[src/rtl/modu_ampl_ramp_ctrl_pkg.sv]
// Shared encodings and constants for the modulation amplitude ramp controller.
// The ramp FSM and the scale/saturate datapath both import this package.
package modu_ampl_ramp_ctrl_pkg;

    typedef enum logic [1:0] {
        ST_IDLE = 2'd0,
        ST_RAMP = 2'd1,
        ST_DONE = 2'd2
    } ramp_state_e;

    localparam int UNITY_GAIN = 128;
    localparam int GAIN_SHIFT = 7;
    localparam int MIDSCALE   = 2048;

    // Midscale code of an offset-binary sample of the given width.
    function automatic int midscale(input int dw);
        return 1 << (dw - 1);
    endfunction

endpackage

[src/rtl/modu_ampl_scale_sat.sv]
// Two-stage modulation datapath: recentre, multiply by gain, rescale, add offset,
// then saturate back into the unsigned offset-binary DAC range.
module modu_ampl_scale_sat
    import modu_ampl_ramp_ctrl_pkg::*;
#(
    parameter int DW = 12,
    parameter int GW = 8
) (
    input  logic                 clk,
    input  logic                 rst,
    input  logic [DW-1:0]        sample,
    input  logic [GW-1:0]        gain,
    input  logic signed [DW-1:0] offset,
    output logic [DW-1:0]        ampl
);

    localparam int PW = DW + GW + 1;
    localparam logic [DW:0]          MID_C   = (DW+1)'(midscale(DW));
    localparam logic [DW-1:0]        MID_OUT = DW'(midscale(DW));
    localparam logic signed [PW-1:0] MAX_C   = PW'((1 << DW) - 1);

    logic signed [DW:0]    centred_s;
    logic signed [PW-1:0]  prod_s;
    logic signed [PW-1:0]  prod_r;
    logic signed [DW-1:0]  ofs_r;
    logic signed [PW-1:0]  sum_s;
    logic [DW-1:0]         clamp_s;
    logic [DW-1:0]         ampl_r;

    // Stage-1 operands: signed sample around midscale times the unsigned gain.
    always_comb begin
        centred_s = $signed({1'b0, sample}) - $signed(MID_C);
        prod_s    = $signed({{GW{centred_s[DW]}}, centred_s})
                  * $signed({{(DW+1){1'b0}}, gain});
    end

    // Stage-2: floor-rescale, add offset and midscale, clamp to the DAC code range.
    always_comb begin
        sum_s = (prod_r >>> GAIN_SHIFT)
              + $signed({{(GW+1){ofs_r[DW-1]}}, ofs_r})
              + $signed({{GW{1'b0}}, MID_C});
        if (sum_s[PW-1]) begin
            clamp_s = {DW{1'b0}};
        end else if (sum_s > MAX_C) begin
            clamp_s = {DW{1'b1}};
        end else begin
            clamp_s = sum_s[DW-1:0];
        end
    end

    // Pipeline registers; the offset travels alongside the product it belongs to.
    always_ff @(posedge clk or negedge rst) begin
        if (!rst) begin
            prod_r <= {PW{1'b0}};
            ofs_r  <= {DW{1'b0}};
            ampl_r <= MID_OUT;
        end else begin
            prod_r <= prod_s;
            ofs_r  <= offset;
            ampl_r <= clamp_s;
        end
    end

    assign ampl = ampl_r;

endmodule

[src/rtl/modu_ampl_ramp_ctrl.sv]
// Gain/offset scheduler for the modulation DAC path: accepts new targets over
// valid/ready and slews the live gain and offset toward them one tick at a time.
module modu_ampl_ramp_ctrl
    import modu_ampl_ramp_ctrl_pkg::*;
#(
    parameter int            DW        = 12,
    parameter int            GW        = 8,
    parameter logic [GW-1:0] INIT_GAIN = GW'(UNITY_GAIN),
    parameter int            OFS_STEP  = 4
) (
    input  logic          clk,
    input  logic          rst,
    input  logic [DW-1:0] dac_modu,
    input  logic          cfg_valid,
    output logic          cfg_ready,
    input  logic [GW-1:0] cfg_gain,
    input  logic [DW-1:0] cfg_offset,
    input  logic [15:0]   cfg_ramp_div,
    output logic [DW-1:0] dac_modu_ampl,
    output logic          busy,
    output logic          ramp_done,
    output logic [GW-1:0] gain_cur
);

    localparam logic [GW-1:0]        GAIN_ONE = GW'(1);
    localparam logic [DW-1:0]        STEP_N   = DW'(OFS_STEP);
    localparam logic signed [DW:0]   STEP_C   = (DW+1)'(OFS_STEP);
    localparam logic signed [DW:0]   NSTEP_C  = -STEP_C;

    ramp_state_e           state_r;
    ramp_state_e           state_nx_s;
    logic [15:0]           cnt_r;
    logic [15:0]           cnt_nx_s;
    logic [15:0]           div_r;
    logic [GW-1:0]         gain_tgt_r;
    logic [GW-1:0]         gain_cur_r;
    logic [GW-1:0]         gain_step_s;
    logic signed [DW-1:0]  ofs_tgt_r;
    logic signed [DW-1:0]  ofs_cur_r;
    logic signed [DW-1:0]  ofs_step_s;
    logic signed [DW:0]    ofs_diff_s;
    logic                  accept_s;
    logic                  tick_s;
    logic                  cfg_ready_r;
    logic                  busy_r;
    logic                  ramp_done_r;

    // One tick's worth of movement; the offset step shrinks near the target so it never overshoots.
    always_comb begin
        ofs_diff_s = {ofs_tgt_r[DW-1], ofs_tgt_r} - {ofs_cur_r[DW-1], ofs_cur_r};
        if (gain_cur_r < gain_tgt_r) begin
            gain_step_s = gain_cur_r + GAIN_ONE;
        end else if (gain_cur_r > gain_tgt_r) begin
            gain_step_s = gain_cur_r - GAIN_ONE;
        end else begin
            gain_step_s = gain_cur_r;
        end
        if (ofs_diff_s > STEP_C) begin
            ofs_step_s = ofs_cur_r + STEP_N;
        end else if (ofs_diff_s < NSTEP_C) begin
            ofs_step_s = ofs_cur_r - STEP_N;
        end else begin
            ofs_step_s = ofs_tgt_r;
        end
    end

    // Next-state logic: handshake in IDLE, tick divider in RAMP, single-cycle DONE.
    always_comb begin
        state_nx_s = state_r;
        cnt_nx_s   = cnt_r;
        accept_s   = 1'b0;
        tick_s     = 1'b0;
        case (state_r)
            ST_IDLE: begin
                if (cfg_valid && cfg_ready_r) begin
                    accept_s = 1'b1;
                    cnt_nx_s = 16'd0;
                    if ((cfg_gain == gain_cur_r) && (cfg_offset == ofs_cur_r)) begin
                        state_nx_s = ST_DONE;
                    end else begin
                        state_nx_s = ST_RAMP;
                    end
                end else begin
                    state_nx_s = ST_IDLE;
                end
            end
            ST_RAMP: begin
                if (cnt_r == div_r) begin
                    tick_s   = 1'b1;
                    cnt_nx_s = 16'd0;
                    if ((gain_step_s == gain_tgt_r) && (ofs_step_s == ofs_tgt_r)) begin
                        state_nx_s = ST_DONE;
                    end else begin
                        state_nx_s = ST_RAMP;
                    end
                end else begin
                    cnt_nx_s   = cnt_r + 16'd1;
                    state_nx_s = ST_RAMP;
                end
            end
            ST_DONE: begin
                state_nx_s = ST_IDLE;
            end
            default: begin
                state_nx_s = ST_IDLE;
                cnt_nx_s   = 16'd0;
            end
        endcase
    end

    // Control state, latched targets, live values and registered status outputs.
    always_ff @(posedge clk or negedge rst) begin
        if (!rst) begin
            state_r     <= ST_IDLE;
            cnt_r       <= 16'd0;
            div_r       <= 16'd0;
            gain_tgt_r  <= INIT_GAIN;
            ofs_tgt_r   <= {DW{1'b0}};
            gain_cur_r  <= INIT_GAIN;
            ofs_cur_r   <= {DW{1'b0}};
            cfg_ready_r <= 1'b1;
            busy_r      <= 1'b0;
            ramp_done_r <= 1'b0;
        end else begin
            state_r <= state_nx_s;
            cnt_r   <= cnt_nx_s;
            if (accept_s) begin
                div_r      <= cfg_ramp_div;
                gain_tgt_r <= cfg_gain;
                ofs_tgt_r  <= $signed(cfg_offset);
            end
            if (tick_s) begin
                gain_cur_r <= gain_step_s;
                ofs_cur_r  <= ofs_step_s;
            end
            cfg_ready_r <= (state_nx_s == ST_IDLE);
            busy_r      <= (state_nx_s == ST_RAMP);
            ramp_done_r <= (state_nx_s == ST_DONE);
        end
    end

    modu_ampl_scale_sat #(
        .DW (DW),
        .GW (GW)
    ) u_scale_sat (
        .clk    (clk),
        .rst    (rst),
        .sample (dac_modu),
        .gain   (gain_cur_r),
        .offset (ofs_cur_r),
        .ampl   (dac_modu_ampl)
    );

    assign cfg_ready = cfg_ready_r;
    assign busy      = busy_r;
    assign ramp_done = ramp_done_r;
    assign gain_cur  = gain_cur_r;

endmodule

[config.mk]
export PLATFORM = sky130hd
export DESIGN_NAME = modu_ampl_ramp_ctrl
export DESIGN_NICKNAME = d
export VERILOG_FILES = /design/src/rtl/modu_ampl_ramp_ctrl_pkg.sv /design/src/rtl/modu_ampl_scale_sat.sv /design/src/rtl/modu_ampl_ramp_ctrl.sv
export SDC_FILE = /design/constraint.sdc
export NUM_CORES = 1
export LEC_CHECK = 0
export CAP_MARGIN = 10
export CORE_MARGIN = 3
export CORE_UTILIZATION = 47
export DETAILED_ROUTE_END_ITERATION = 12
export PLACE_DENSITY = 0.79
export SYNTH_ARGS = -nofsm -noshare
export SYNTH_HDL_FRONTEND = slang
export SYNTH_SLANG_ARGS = --single-unit
[constraint.sdc]
create_clock -name clk -period 5.1 [get_ports clk]
set_input_delay 1.275 -clock clk [delete_from_list [all_inputs] [get_ports clk]]
set_output_delay 1.275 -clock clk [all_outputs]
set_load 0.02 [all_outputs]
==> impl_metrics.json, run 1 <==
{
  "min_from": "ofs_cur_r[9]$_DFFE_PN0P_",
  "yosys-top-cells-area": "dfrtp_1 26%, fa_1 15%, ha_1 9.4%, inv_1 5.3%, xnor2_1 4.5%",
  "required_ns": 5.43,
  "setup_violations": 0,
  "synthAdderAreaFrac_pct": 24.0,
  "yosysTopAreaCellShare_pct": 25.7,
  "place_hpwl_mm": 21.0,
  "clk_pin_slew_ns": 0.06,
  "fin_nets": 1544,
  "ir_drop_uv": 205,
  "fin_crit_ns": 5.01,
  "cts_root_buffer": "clkbuf_16",
  "wl_per_cell_um": 16.9,
  "synth_top_family_by_area": "adder cells",
  "arrival_ns": 5.34,
  "holdWs_ns": 0.518,
  "post-place-cells": 1589,
  "final_cells": 1626,
  "ff2ff_path_depth": 19,
  "rows": 54,
  "grt_first_pass_wirelength_mm": 44.7,
  "critPathKind": "in -> reg",
  "fin_total_pwr_mw": 4.13,
  "pwr-share-comb_pct": 43.2,
  "via_count": 9169,
  "avgSynthCellArea_um2": 8.95,
  "worst_setup_path_start_kind": "input port",
  "critPathLaunch": "dac_modu[8]",
  "fin_util_pct": 58.5,
  "rsz0062_at_grt": "yes",
  "ant_nets": 0,
  "p_per_area_nw_per_um2": 318,
  "clkLatencyLatePin_ns": 0.42,
  "portBuffers": 73,
  "critPathCaptureType": "flop",
  "syn-num-nets": 1421,
  "synth_seq_cells": 115,
  "synth-edff-count": 0,
  "fp.dieW_um": 158,
  "switching_share_pct": 35.6,
  "hold_viol_final": 0,
  "die_h_um": 158,
  "synthSimpleGateAreaFrac_pct": 17.9,
  "min_to": "u_scale_sat.ofs_r[9]$_DFF_PN0_",
  "gr-total-overflow": 0,
  "intPower_mw": 2.66,
  "start_util_pct": 48.7,
  "n_antenna_cell": 0,
  "drt_pass1_iterations": 7,
  "synth-compound-area-share_pct": 13.3,
  "io_pins": 74,
  "htree_levels": 4,
  "leakagePower_nw": 6.31,
  "cts-buffers-inserted": 17,
  "via_per_inst": 5.64,
  "cts_tree": "done",
  "postSynth.asyncResetShare_pct": 100,
  "finClkSkew_ns": 0.00973,
  "synthXorXnorAreaFrac_pct": 7.85,
  "slew_headroom_pct": 44.6,
  "switchingPower_mw": 1.47,
  "synth.most_common_cell": "inv_1",
  "ys.flop_type": "dfrtp_1",
  "clkSinkCount": 115,
  "yosysTopAreaCell": "dfrtp_1",
  "seq_area_frac_synth_pct": 26.6,
  "coreArea_um2": 22200,
  "layout-drive-gt1-share_pct": 14.4,
  "die-area_um2": 24900,
  "regToRegSetupSlack_ns": 0.22,
  "cts_buffer_depth": 2,
  "ys_top_cells_by_count": "154 x inv_1, 111 x dfrtp_1, 101 x nand2_1",
  "grt_start_max_net_pins": 47,
  "r2r-end": "u_scale_sat.prod_r[20]$_DFF_PN0_",
  "drc": 0,
  "ys_warn_count": 0,
  "drv_cap": 0,
  "fin_crit_sh_pct": 98.2,
  "hold_depth": 0,
  "r2r-start": "gain_cur[0]$_DFFE_PN0P_",
  "power_frac_clock_pct": 30.6,
  "first_iter_violations": 666,
  "drt_wl_total_mm": 27.4,
  "gp_congestion": 0.917,
  "grt_pass1_vias": 9357,
  "worst_pin_slew_ns": 0.831,
  "synth_cells": 1210,
  "fmaxAchievable_ghz": 0.200,
  "netlist_area_um2": 10800,
  "syn_to_final_growth_pct": 20.1,
  "status": "finished, final reports clean",
  "antenna_found_initial": 0,
  "grt_util_all_layers_pct": 22.3,
  "drv_slew": 0,
  "min_path_type": "reg -> reg",
  "p_seq_share_pct": 26.2,
  "critical_path.max_fanout": 5,
  "synthDistinctLibCells": 67,
  "synth_mux_area_share_pct": 3.34
}
layer usage:
metal,routed length (µm),up-vias,track usage [%]
li1,-,4314,-
met1,11800,4445,29.4
met2,13300,348,37.6
met3,1690,62,3.36
met4,701,0,7.44
met5,0,-,0
metrics by stage:
step | TNS [ns] | cell area [µm²] | setup slack (ns)
5_1_grt | -0.100 | 13000 | -0.0533
2_1_floorplan | 0 | 10800 | 0.0173
6_report | 0 | 13000 | 0.0943
3_5_place_dp | -6.59 | 12200 | -0.828
3_3_place_gp | -5.27 | 12200 | -0.705
4_1_cts | 0 | 12900 | 0.00493
power by group through the flow:
| stage | logic, mW | clock network (mW) | registers, mW |
|---|---|---|---|
| after floorplan | 0.999 | 0 | 1.14 |
| after global placement | 1.60 | 0 | 1.10 |
| after detailed placement | 1.68 | 0 | 1.10 |
| after CTS | 1.73 | 1.27 | 1.08 |
| after global routing | 1.99 | 1.32 | 1.09 |
| final | 1.79 | 1.27 | 1.08 |
placed cells by master (no fill, tap or decap), drive strengths merged, types with 19 or more instances in the layout:
master and count:
a21oi 52, and2 61, and3 19, buf 79, clkbuf 20, clkdlybuf4s50 60
dfrtp 111, fa 79, ha 81, inv 160, mux2 25, nand2 101
nand3 38, nor2 75, nor3 25, o21ai 79, xnor2 56, xor2 41
how the worst max path moves through the flow:
stage	endpoint	slack [ns]	cells past startpoint
after floorplan	u_scale_sat.prod_r[20]$_DFF_PN0_	0.02	20
after global placement	u_scale_sat.prod_r[20]$_DFF_PN0_	-0.71	21
after detailed placement	u_scale_sat.prod_r[20]$_DFF_PN0_	-0.83	21
after CTS	u_scale_sat.prod_r[20]$_DFF_PN0_	0.005	19
after global routing	u_scale_sat.prod_r[20]$_DFF_PN0_	-0.05	19
final	u_scale_sat.prod_r[20]$_DFF_PN0_	0.09	17
registers in the layout, indices dropped and copies added (netlist names):
register and cells:
u_scale_sat.prod_r 14, cnt_r 16, div_r 16, u_scale_sat.ampl 12
ofs_cur_r 12, busy 1, gain_cur 8, gain_tgt_r 8
ofs_tgt_r 12, ramp_done 1, cfg_ready 1, state_r 2
u_scale_sat.ofs_r 12
cell families (layout without fill, tap and decap cells):
logic type / Yosys count / in the layout
mux: 33 / 33
buf+inv: 194 / 330
flops: 115 / 115
xor+xnor: 97 / 97
fa+ha+maj: 160 / 160
compound gates: 223 / 223
simple gates: 388 / 388
cell type report:
class / instances / area (µm²)
repair buffers: 144 / 1240
well taps: 280 / 350
flip-flops and latches: 115 / 2880
fillers: 1816 / 9230
multi-input cells: 901 / 7330
clock buffers: 17 / 425
inverters: 154 / 578
clock inverters: 15 / 194
worst max-delay path, cell delays in order:
cell and delay [ns]:
clkbuf_2 0.12, buf_4 0.15, and2_1 0.14, fa_1 0.49, fa_1 0.50, inv_1 0.06, fa_1 0.53, inv_1 0.05
fa_1 0.47, ha_1 0.22, or3_4 0.33, o211ai_1 0.26, nand3_1 0.15, o2111a_1 0.17, o21ai_2 0.18, a21oi_2 0.07
a31oi_1 0.17
timing repair:
| item | in CTS | in global routing |
|---|---|---|
| hold buffers | 0 | 0 |
| setup buffers | 3 | 1 |
| endpoints found under the setup margin | 9 | 17 |
| cloned | 0 | 0 |
| gates resized for setup | 40 | 45 |
| pin swaps | 22 | 27 |
Power figures use the tool's default switching activity.
==> run 2, diff against run 1 <==
- CORE_ASPECT_RATIO: not set -> 0.6
==> run 2 against run 1 <==
Against the previous run:
- non-clock buffer count up 9
- total power shrank 2.7%
- register-to-register slack improved by 0.16 ns
- hold slack gained 0.0088 ns
- sequential power hardly changed
==> impl_metrics.json, run 2 (synthesis results as in run 1) <==
{
  "post-place-cells": 1629,
  "via_per_inst": 5.52,
  "critPathKind": "in -> reg",
  "htree_levels": 4,
  "arrival_ns": 5.32,
  "grt_first_pass_wirelength_mm": 46.3,
  "grt_util_all_layers_pct": 23.3,
  "grt_pass1_vias": 9105,
  "setup_violations": 0,
  "hold_viol_final": 0,
  "drt_pass1_iterations": 5,
  "ant_nets": 0,
  "layout-drive-gt1-share_pct": 14.8,
  "finClkSkew_ns": 0.0129,
  "cts_hold_buffers": 0,
  "final_common_cell": "inv_1",
  "nFillCells": 1897,
  "io_pins": 74,
  "antenna_found_initial": 0,
  "fin_crit_sh_pct": 97.7,
  "fin_crit_ns": 4.98,
  "holdWs_ns": 0.527,
  "die-area_um2": 24900,
  "fmaxAchievable_ghz": 0.201,
  "leakagePower_nw": 6.35,
  "crit_family": "adder cells",
  "place_hpwl_mm": 22.2,
  "cts-buffers-inserted": 17,
  "path_cells": "buf_4 -> buf_6 -> and2_1 -> fa_1 -> fa_1 -> inv_1 -> fa_1 -> inv_1 -> fa_1 -> ha_4 -> and2_1 -> o21ai_1 -> o21ai_2 -> o211ai_1 -> nand3_1 -> o2111a_1 -> o21ai_2 -> a21oi_2 -> a31oi_1",
  "worst_pin_slew_ns": 0.710,
  "portBuffers": 73,
  "fp.dieW_um": 202,
  "path_buf_inv": 4,
  "critical_path.max_fanout": 5,
  "coreArea_um2": 22300,
  "cts_tree": "done",
  "required_ns": 5.44,
  "drv_slew": 0,
  "layout_common_cells": "149 x inv_1, 111 x dfrtp_1, 97 x nand2_1, 81 x buf_4, 77 x fa_1",
  "first_iter_violations": 772,
  "cts_buffer_depth": 2,
  "die_h_um": 124,
  "regArea_um2": 2880,
  "min_path_type": "reg -> reg",
  "p_per_area_nw_per_um2": 308,
  "multi_input_area_um2": 7320,
  "grt_start_max_net_pins": 50,
  "clkSinkCount": 115,
  "wl_per_cell_um": 17.0,
  "clk_pin_slew_ns": 0.06,
  "gp_congestion": 0.951,
  "slowest_delay_ns": 0.58,
  "syn_to_final_growth_pct": 20.7,
  "dp_slack_ns": -0.757,
  "n_antenna_cell": 0,
  "cp_common_cell": "fa_1",
  "fin_total_pwr_mw": 4.03,
  "crit_slowest_cell": "fa_1",
  "slew_headroom_pct": 52.3,
  "setup_ws_ns": 0.117,
  "status": "finished, final reports clean",
  "cts_root_buffer": "clkbuf_16",
  "clkLatencyLatePin_ns": 0.42,
  "fin_nets": 1553,
  "final_cells": 1663,
  "layout_top_registers": "cnt_r x16, div_r x16, u_scale_sat.prod_r x14",
  "gr-total-overflow": 0,
  "critPathCaptureType": "flop",
  "drc": 0,
  "ir_drop_uv": 233,
  "start_util_pct": 48.5,
  "rows": 42,
  "worst_setup_path_start_kind": "input port",
  "drv_cap": 0,
  "drt_wl_total_mm": 28.3,
  "via_count": 9181
}
run 2: per-stage QoR:
stage                     utilization (%)  cell area, µm²  TNS (ns)
after detailed placement             55.3           12400     -6.32
after floorplan                         -           10800         0
after CTS                            58.2           13000         0
after global placement               55.3           12400     -4.98
final                                58.5           13100         0
after global routing                 58.5           13100   -0.0394
run 2: power by group:
group	switching, mW	total, mW	internal, mW
clock network	0.456	1.21	0.751
logic	0.902	1.74	0.840
registers	0.0420	1.08	1.03
total	1.40	4.03	2.63
run 2: what timing repair did:
item,in CTS,in global routing
buffers inserted,0,1
pin swaps,13,25
resized for setup,31,41
endpoints found under the setup margin,9,8
run 2: layout make-up:
cell class                 count  area share (%)
clock buffer                  19            3.47
clock inverter                13            1.10
inverter                     154            4.43
multi-input combinational    901            56.0
sequential                   115            22.1
tap                          308            2.95
timing repair buffer         153            9.94
run 2: path summary, 6_finish.rpt:
| kind | end | cells after the start | startpoint | slack (ns) |
|---|---|---|---|---|
| max in group asynchronous | cfg_ready$_DFF_PN1_ | 2 | rst | 3.19 |
| setup reg to reg | u_scale_sat.prod_r[20]$_DFF_PN0_ | 17 | gain_cur[3]$_DFFE_PN0P_ | 0.38 |
| setup / recovery | u_scale_sat.prod_r[20]$_DFF_PN0_ | 19 | dac_modu[5] | 0.12 |
| hold / removal | div_r[12]$_DFFE_PN0P_ | 1 | div_r[12]$_DFFE_PN0P_ | 0.53 |
| hold reg to reg | div_r[12]$_DFFE_PN0P_ | 1 | div_r[12]$_DFFE_PN0P_ | 0.53 |
| min in group asynchronous | u_scale_sat.ofs_r[0]$_DFF_PN0_ | 1 | rst | 0.90 |
run 2: metal layers:
layer | part of all wire [%] | routed length, µm | up-vias | global-route usage, %
li1 | - | - | 4324 | -
met1 | 47 | 13400 | 4456 | 33.8
met2 | 43 | 12200 | 373 | 34.8
met3 | 8.9 | 2510 | 28 | 6.74
met4 | 1.0 | 282 | 0 | 5.14
met5 | 0 | 0 | - | 0
